===== config.mk =====
export PLATFORM = sky130hd
export DESIGN_NAME = screen_fade_flat
export DESIGN_NICKNAME = d
export VERILOG_FILES = /design/src/rtl/screen_fade_pkg.sv /design/src/rtl/vga_if.sv /design/src/rtl/rgb_scale.sv /design/src/rtl/screen_fade.sv /design/src/flat_wrapper.sv
export SDC_FILE = /design/constraint.sdc
export NUM_CORES = 1
export LEC_CHECK = 0
export ABC_AREA = 1
export CAP_MARGIN = 20
export CORE_MARGIN = 5
export CORE_UTILIZATION = 59
export CTS_CLUSTER_SIZE = 30
export DETAILED_ROUTE_END_ITERATION = 8
export GPL_ROUTABILITY_DRIVEN = 0
export GPL_TIMING_DRIVEN = 0
export HOLD_SLACK_MARGIN = 0.05
export PLACE_DENSITY = 0.95
export SLEW_MARGIN = 0
export SYNTH_ARGS = -nofsm -noshare
export SYNTH_HDL_FRONTEND = slang
export SYNTH_SLANG_ARGS = --single-unit

===== constraint.sdc =====
create_clock -name clk -period 4.87 [get_ports clk]
set_input_delay 0.7305 -clock clk [delete_from_list [all_inputs] [get_ports clk]]
set_output_delay 0.7305 -clock clk [all_outputs]
set_load 0.02 [all_outputs]

===== src/rtl/screen_fade_pkg.sv =====
// Shared game-state encodings and helpers for the fade stage.
// Also used by draw stages that select content by state.
package screen_fade_pkg;

    localparam logic [2:0] GS_START = 3'b000;
    localparam logic [2:0] GS_PLAY  = 3'b001;
    localparam logic [2:0] GS_PAUSE = 3'b010;
    localparam logic [2:0] GS_OVER  = 3'b011;

    localparam logic [4:0] LEVEL_FULL = 5'd16;
    localparam logic [4:0] LEVEL_OFF  = 5'd0;

    typedef struct packed {
        logic [10:0] hcount;
        logic [10:0] vcount;
        logic        hsync;
        logic        vsync;
        logic        hblnk;
        logic        vblnk;
    } vga_tim_t;

    // 4-bit channel times 0..16, keep the top nibble of the 8-bit product
    function automatic logic [3:0] scale_ch(
        input logic [3:0] c,
        input logic [4:0] level
    );
        return 4'(({4'h0, c} * {3'b000, level}) >> 4);
    endfunction

endpackage


===== src/rtl/vga_if.sv =====
// VGA timing + RGB bundle passed between pipeline stages.
// vga_in is the consumer view, vga_out the producer view.
interface vga_if;
    logic [10:0] hcount;
    logic [10:0] vcount;
    logic        hsync;
    logic        vsync;
    logic        hblnk;
    logic        vblnk;
    logic [11:0] rgb;

    modport vga_in (
        input hcount, vcount, hsync, vsync, hblnk, vblnk, rgb
    );

    modport vga_out (
        output hcount, vcount, hsync, vsync, hblnk, vblnk, rgb
    );
endinterface


===== src/rtl/rgb_scale.sv =====
// Registered per-channel brightness scaling of a 12-bit pixel.
// Forms the second pipeline stage of screen_fade.
module rgb_scale
    import screen_fade_pkg::*;
(
    input  logic        clk,
    input  logic        rst_n,
    input  logic [11:0] rgb_in,
    input  logic [4:0]  level,
    output logic [11:0] rgb_out
);

    logic [11:0] rgb_d;
    logic [11:0] rgb_q;

    // Scale R, G and B independently by the same level
    always_comb begin
        rgb_d = {scale_ch(rgb_in[11:8], level),
                 scale_ch(rgb_in[7:4], level),
                 scale_ch(rgb_in[3:0], level)};
    end

    // Output register of the scaled pixel
    always_ff @(posedge clk or negedge rst_n) begin
        if (!rst_n) begin
            rgb_q <= '0;
        end else begin
            rgb_q <= rgb_d;
        end
    end

    assign rgb_out = rgb_q;

endmodule


===== src/rtl/screen_fade.sv =====
// Fullscreen fade: ramps brightness to black on a state change,
// commits the new display state while black, then ramps back in.
module screen_fade
    import screen_fade_pkg::*;
#(
    parameter int FRAMES_PER_STEP = 2,
    parameter int HOLD_FRAMES     = 4
) (
    input  logic       clk,
    input  logic       rst_n,
    input  logic [2:0] game_state,
    output logic [2:0] display_state,
    output logic       fade_busy,
    vga_if.vga_in      vga_in,
    vga_if.vga_out     vga_out
);

    localparam logic [1:0] S_IDLE     = 2'd0;
    localparam logic [1:0] S_FADE_OUT = 2'd1;
    localparam logic [1:0] S_BLACK    = 2'd2;
    localparam logic [1:0] S_FADE_IN  = 2'd3;

    typedef logic [1:0] fade_state_t;

    localparam int CW = 16;
    localparam logic [CW-1:0] FPS_LAST  = CW'(FRAMES_PER_STEP - 1);
    localparam logic [CW-1:0] HOLD_LAST = CW'(HOLD_FRAMES - 1);

    fade_state_t   state_q, state_d;
    logic [4:0]    level_q, level_d;
    logic [CW-1:0] cnt_q, cnt_d;
    logic [2:0]    target_q, target_d;
    logic [2:0]    disp_q, disp_d;
    logic          vsync_q, vsync_d;
    logic          tick;

    vga_tim_t      s1_q, s1_d;
    logic [11:0]   rgb_s1_q, rgb_s1_d;
    logic [4:0]    lvl_s1_q, lvl_s1_d;
    vga_tim_t      s2_q, s2_d;
    logic [11:0]   rgb_s2;

    assign tick = vga_in.vsync & ~vsync_q;

    // Fade sequencer: request detection per cycle, stepping per frame tick
    always_comb begin
        state_d  = state_q;
        level_d  = level_q;
        cnt_d    = cnt_q;
        target_d = target_q;
        disp_d   = disp_q;
        unique case (state_q)
            S_IDLE: begin
                level_d = LEVEL_FULL;
                if (game_state != disp_q) begin
                    target_d = game_state;
                    cnt_d    = '0;
                    state_d  = S_FADE_OUT;
                end
            end
            S_FADE_OUT: begin
                target_d = game_state;
                if (level_q == LEVEL_OFF) begin
                    cnt_d   = '0;
                    state_d = S_BLACK;
                end else if (tick) begin
                    if (cnt_q == FPS_LAST) begin
                        cnt_d   = '0;
                        level_d = level_q - 5'd1;
                        if (level_q == 5'd1) begin
                            state_d = S_BLACK;
                        end
                    end else begin
                        cnt_d = cnt_q + 1'b1;
                    end
                end
            end
            S_BLACK: begin
                level_d = LEVEL_OFF;
                if (tick) begin
                    if (cnt_q == HOLD_LAST) begin
                        cnt_d   = '0;
                        disp_d  = target_q;
                        state_d = S_FADE_IN;
                    end else begin
                        cnt_d = cnt_q + 1'b1;
                    end
                end
            end
            S_FADE_IN: begin
                if (game_state != target_q) begin
                    target_d = game_state;
                    cnt_d    = '0;
                    state_d  = S_FADE_OUT;
                end else if (tick) begin
                    if (cnt_q == FPS_LAST) begin
                        cnt_d   = '0;
                        level_d = level_q + 5'd1;
                        if (level_q == LEVEL_FULL - 5'd1) begin
                            state_d = S_IDLE;
                        end
                    end else begin
                        cnt_d = cnt_q + 1'b1;
                    end
                end
            end
            default: begin
                state_d = S_IDLE;
            end
        endcase
    end

    // Control state registers
    always_ff @(posedge clk or negedge rst_n) begin
        if (!rst_n) begin
            state_q  <= S_IDLE;
            level_q  <= LEVEL_FULL;
            cnt_q    <= '0;
            target_q <= GS_START;
            disp_q   <= GS_START;
            vsync_q  <= 1'b0;
        end else begin
            state_q  <= state_d;
            level_q  <= level_d;
            cnt_q    <= cnt_d;
            target_q <= target_d;
            disp_q   <= disp_d;
            vsync_q  <= vsync_d;
        end
    end

    // Stage 1 captures the input stream and level, stage 2 delays timing
    always_comb begin
        vsync_d       = vga_in.vsync;
        s1_d.hcount   = vga_in.hcount;
        s1_d.vcount   = vga_in.vcount;
        s1_d.hsync    = vga_in.hsync;
        s1_d.vsync    = vga_in.vsync;
        s1_d.hblnk    = vga_in.hblnk;
        s1_d.vblnk    = vga_in.vblnk;
        rgb_s1_d      = vga_in.rgb;
        lvl_s1_d      = level_q;
        s2_d          = s1_q;
    end

    // Datapath pipeline registers
    always_ff @(posedge clk or negedge rst_n) begin
        if (!rst_n) begin
            s1_q     <= '0;
            rgb_s1_q <= '0;
            lvl_s1_q <= LEVEL_FULL;
            s2_q     <= '0;
        end else begin
            s1_q     <= s1_d;
            rgb_s1_q <= rgb_s1_d;
            lvl_s1_q <= lvl_s1_d;
            s2_q     <= s2_d;
        end
    end

    rgb_scale u_rgb_scale (
        .clk     (clk),
        .rst_n   (rst_n),
        .rgb_in  (rgb_s1_q),
        .level   (lvl_s1_q),
        .rgb_out (rgb_s2)
    );

    assign vga_out.hcount = s2_q.hcount;
    assign vga_out.vcount = s2_q.vcount;
    assign vga_out.hsync  = s2_q.hsync;
    assign vga_out.vsync  = s2_q.vsync;
    assign vga_out.hblnk  = s2_q.hblnk;
    assign vga_out.vblnk  = s2_q.vblnk;
    assign vga_out.rgb    = rgb_s2;

    assign display_state = disp_q;
    assign fade_busy     = (state_q != S_IDLE);

endmodule


===== src/flat_wrapper.sv =====
// flat-port wrapper written by rule: the top's interface ports become plain ports
module screen_fade_flat import screen_fade_pkg::*;
#(
    parameter int FRAMES_PER_STEP = 2,
    parameter int HOLD_FRAMES     = 4
)
  (clk, rst_n, game_state, display_state, fade_busy, vga_in_hcount, vga_in_vcount, vga_in_hsync, vga_in_vsync, vga_in_hblnk, vga_in_vblnk, vga_in_rgb, vga_out_hcount, vga_out_vcount, vga_out_hsync, vga_out_vsync, vga_out_hblnk, vga_out_vblnk, vga_out_rgb);
  vga_if vga_in_i ();
  vga_if vga_out_i ();
  input  logic clk;
  input  logic rst_n;
  input  logic [2:0] game_state;
  output logic [2:0] display_state;
  output logic fade_busy;
  input wire logic [$bits(vga_in_i.hcount)-1:0] vga_in_hcount;
  input wire logic [$bits(vga_in_i.vcount)-1:0] vga_in_vcount;
  input wire logic [$bits(vga_in_i.hsync)-1:0] vga_in_hsync;
  input wire logic [$bits(vga_in_i.vsync)-1:0] vga_in_vsync;
  input wire logic [$bits(vga_in_i.hblnk)-1:0] vga_in_hblnk;
  input wire logic [$bits(vga_in_i.vblnk)-1:0] vga_in_vblnk;
  input wire logic [$bits(vga_in_i.rgb)-1:0] vga_in_rgb;
  output wire logic [$bits(vga_out_i.hcount)-1:0] vga_out_hcount;
  output wire logic [$bits(vga_out_i.vcount)-1:0] vga_out_vcount;
  output wire logic [$bits(vga_out_i.hsync)-1:0] vga_out_hsync;
  output wire logic [$bits(vga_out_i.vsync)-1:0] vga_out_vsync;
  output wire logic [$bits(vga_out_i.hblnk)-1:0] vga_out_hblnk;
  output wire logic [$bits(vga_out_i.vblnk)-1:0] vga_out_vblnk;
  output wire logic [$bits(vga_out_i.rgb)-1:0] vga_out_rgb;
  assign vga_in_i.hcount = vga_in_hcount;
  assign vga_in_i.vcount = vga_in_vcount;
  assign vga_in_i.hsync = vga_in_hsync;
  assign vga_in_i.vsync = vga_in_vsync;
  assign vga_in_i.hblnk = vga_in_hblnk;
  assign vga_in_i.vblnk = vga_in_vblnk;
  assign vga_in_i.rgb = vga_in_rgb;
  assign vga_out_hcount = vga_out_i.hcount;
  assign vga_out_vcount = vga_out_i.vcount;
  assign vga_out_hsync = vga_out_i.hsync;
  assign vga_out_vsync = vga_out_i.vsync;
  assign vga_out_hblnk = vga_out_i.hblnk;
  assign vga_out_vblnk = vga_out_i.vblnk;
  assign vga_out_rgb = vga_out_i.rgb;
  screen_fade #(.FRAMES_PER_STEP(FRAMES_PER_STEP), .HOLD_FRAMES(HOLD_FRAMES)) u_core (.clk(clk), .rst_n(rst_n), .game_state(game_state), .display_state(display_state), .fade_busy(fade_busy), .vga_in(vga_in_i), .vga_out(vga_out_i));
endmodule

==> flow_summary.yaml <==
floorplanning:
  initial_core_util_pct: 60.6
  die_area_sq_um: 12100
  fp.dieH_um: 110
  core_sq_um: 9770
  die_w_um: 110
  rows: 36
  io_pins: 85
pwr:
  clkPwrFrac_pct: 16.9
  power.density_nw_per_um2: 454
  peakVddDrop_v: 0.000329
  combPwrFrac_pct: 46.6
  power.total_mw: 3.25
  sw_frac_of_total_pct: 42.2
  p_int_mw: 1.88
  p_leak_nw: 3.71
  switching_power_mw: 1.37
  share_seq_of_total_power_pct: 36.5
setup_path:
  critPathLaunchType: "flop"
  endpoint: "u_core.u_rgb_scale.rgb_out[7]"
  cp.required_ns: 5.14
  crit_fanout: 10
  reg2reg_slack_ns: 1.79
  ff2ff_path_depth: 9
  crit_path_start: "u_core.lvl_s1_q[2]"
  rr_endpoint: "u_core.u_rgb_scale.rgb_out[7]"
  critPathArrivalTime_ns: 3.35
  regToRegStartpoint: "u_core.lvl_s1_q[2]"
  worst-setup-path-type: "reg -> reg"
  endpoint_kind: "flop"
worst_hold_path:
  hp-start: "u_core.s1_q[7]"
  hp-class: "reg -> reg"
global_routing:
  grt_max_degree: 57
  grt_pass1_vias: 5122
  grt.total_usage_pct: 24.5
  grt_remaining_overflow: 0
  grt_first_pass_wirelength_um: 23000
  antenna_found_initial: 0
  gr-usage-met3_pct: 7.40
  grtUsageMet2_pct: 44.5
  busiest_layer: "met2"
  use_met1_pct: 26.2
route:
  totalWireLength_um: 13800
  drt-vias-per-instance: 5.31
  post_drt_wl_per_cell_um: 15.0
  drt_first_pass_iters: 6
  ant_nets: 0
  drc: 0
  num_vias: 4884
  drt_iter0_drc: 344
logic_synthesis:
  synth-seq-area-share_pct: 46.5
  syn-cell-area_sq_um: 5930
  yosysWarningCount: 0
  avgSynthCellArea_sq_um: 8.65
  synth_fp_nets: 782
  synth_edf_count: 0
  yosys_most_used_dff: "dfrtp_1"
  synth_cells: 685
  synth-seq-cells: 110
  async_reset_ff_share_pct: 100
  ys_types: 31
timing:
  hold_viol_final: 0
  clock_skew_ns: 0.0118
  relSlewSlack_pct: 54.1
  rsz0062_at_grt: "no"
  layout_min_cycle_time_ns: 3.08
  setup_viol_count_final: 0
  period_share_pct: 63.2
  timing.fmax_mhz: 325
  finalMaxSlewViolations: 0
  worst-slew-pin-transition_ns: 0.688
cts:
  clkSinkCount: 110
  tritoncts: "done"
  htreeDepth: 3
  postCtsSetupRepairBufs: 0
  ctsHoldBuffers: 0
  insertion_delay_ns: 0.38
  cts_buffers: 9
  root_buffer: "clkbuf_8"
  cts-resized-gates: 0
  clock_path_buffers: 2
  clk_pin_slew_ns: 0.10
placed_design:
  placed_cell_area_sq_um: 6960
  post-dp-hpwl_um: 10000
  port_buffers: 84
  place_inst: 903
layout:
  final_nets: 878
  layout_commonest_cell: "nand2_1"
  n_antenna_cell: 0
  final_area_sq_um: 7160
  fillers: 642
  final_cell_mix: "nand2_1, dfrtp_1, inv_1"
  drive_above_1_share_pct: 5.47
  synthToLayoutAreaGrowth_pct: 20.8
  stdcell_count: 919
run:
  maxCapViolations: 0
outcome:
  outcome: "completed"
==> cell usage after synthesis, types with 3 or more instances <==
cell type / n / area share (%)
a21oi_1: 21 / 1.8
nand4_1: 12 / 1.3
ha_1: 39 / 8.2
o21ai_0: 29 / 2.4
buf_2: 4 / 0.34
nand3_2: 3 / 0.51
xor2_1: 16 / 2.4
nand2_2: 5 / 0.53
dfrtp_1: 108 / 46
fa_1: 15 / 5.1
xnor2_1: 11 / 1.6
nor2_1: 35 / 2.2
nand3_1: 41 / 3.5
inv_1: 104 / 6.6
o211ai_1: 4 / 0.51
nor2_4: 3 / 0.57
clkbuf_1: 6 / 0.38
nand2_1: 204 / 13
o21ai_1: 9 / 0.76
==> cells by family after synthesis <==
logic type / after synthesis / share of synthesized area [%]
AO/OA/AOI/OAI: 66 / 6.04
XOR/XNOR: 27 / 3.99
adder cells (fa/ha/maj): 54 / 13.3
buffers and inverters: 118 / 8.00
flip-flops: 110 / 46.5
AND/OR/NAND/NOR: 310 / 22.2
==> worst min-delay path by stage <==
stage               slack [ns]  depth (start not counted)                         to
CTS                       0.36                          0       u_core.vga_out.hblnk
global route              0.37                          0   u_core.vga_out.vcount[7]
detailed placement        0.34                          0       u_core.vga_out.hblnk
global placement          0.33                          0  u_core.vga_out.hcount[10]
finish                    0.36                          0   u_core.vga_out.vcount[3]
floorplan                 0.33                          0       u_core.vga_out.hblnk
==> state kept, by name (all words and copies together), names as in the netlist, 5 cells and up <==
register                    cells
u_core.s1_q                    25
u_core.u_rgb_scale.rgb_out     12
u_core.level_q                  5
u_core.cnt_q                   16
u_core.lvl_s1_q                 5
u_core.vga_out.hcount          11
u_core.rgb_s1_q                12
u_core.vga_out.vcount          11
==> routing by layer <==
metal  part of all wire [%]  wire length, um
met5                      0                0
met4                    3.1              422
met3                    7.5             1040
met1                     37             5090
met2                     52             7220
==> through the flow <==
step / util (%) / setup WS, ns / TNS (ns) / hold slack, ns
finish: 73.2 / 1.79 / 0 / 0.355
CTS: 73.2 / 1.81 / 0 / 0.355
global placement: 70.9 / -0.814 / -87.08 / 0.331
floorplan: - / 2.25 / 0 / 0.331
detailed placement: 71.2 / 1.88 / 0 / 0.336
global route: 73.2 / 1.63 / 0 / 0.370
==> area by class of cell <==
cell class | instances | area [sq um] | area share [%]
Clock inverter | 6 | 70.1 | 0.979
Buffer | 14 | 83.8 | 1.17
Inverter | 104 | 390 | 5.45
Sequential cell | 110 | 2760 | 38.5
Clock buffer | 10 | 128 | 1.78
Tap cell | 133 | 166 | 2.33
Multi-Input combinational cell | 457 | 2700 | 37.7
Timing Repair Buffer | 85 | 866 | 12.1
==> power groups by stage <==
| stage | clock (mW) | combinational (mW) | sequential (mW) |
|---|---|---|---|
| detailed placement | 0 | 1.48 | 1.20 |
| global route | 0.604 | 1.70 | 1.20 |
| CTS | 0.565 | 1.50 | 1.18 |
| global placement | 0 | 1.36 | 1.19 |
| finish | 0.550 | 1.51 | 1.19 |
| floorplan | 0 | 0.956 | 1.24 |
==> worst max-delay path: stages (launching register included) <==
cell and delay (ns):
dfrtp_1 0.39, clkbuf_1 0.42, nand2_1 0.15, fa_1 0.52, fa_1 0.54, inv_1 0.05
ha_1 0.37, a21oi_1 0.25, o211ai_1 0.15, xnor2_1 0.14
Note: power is estimated with default switching activity, not from simulation.
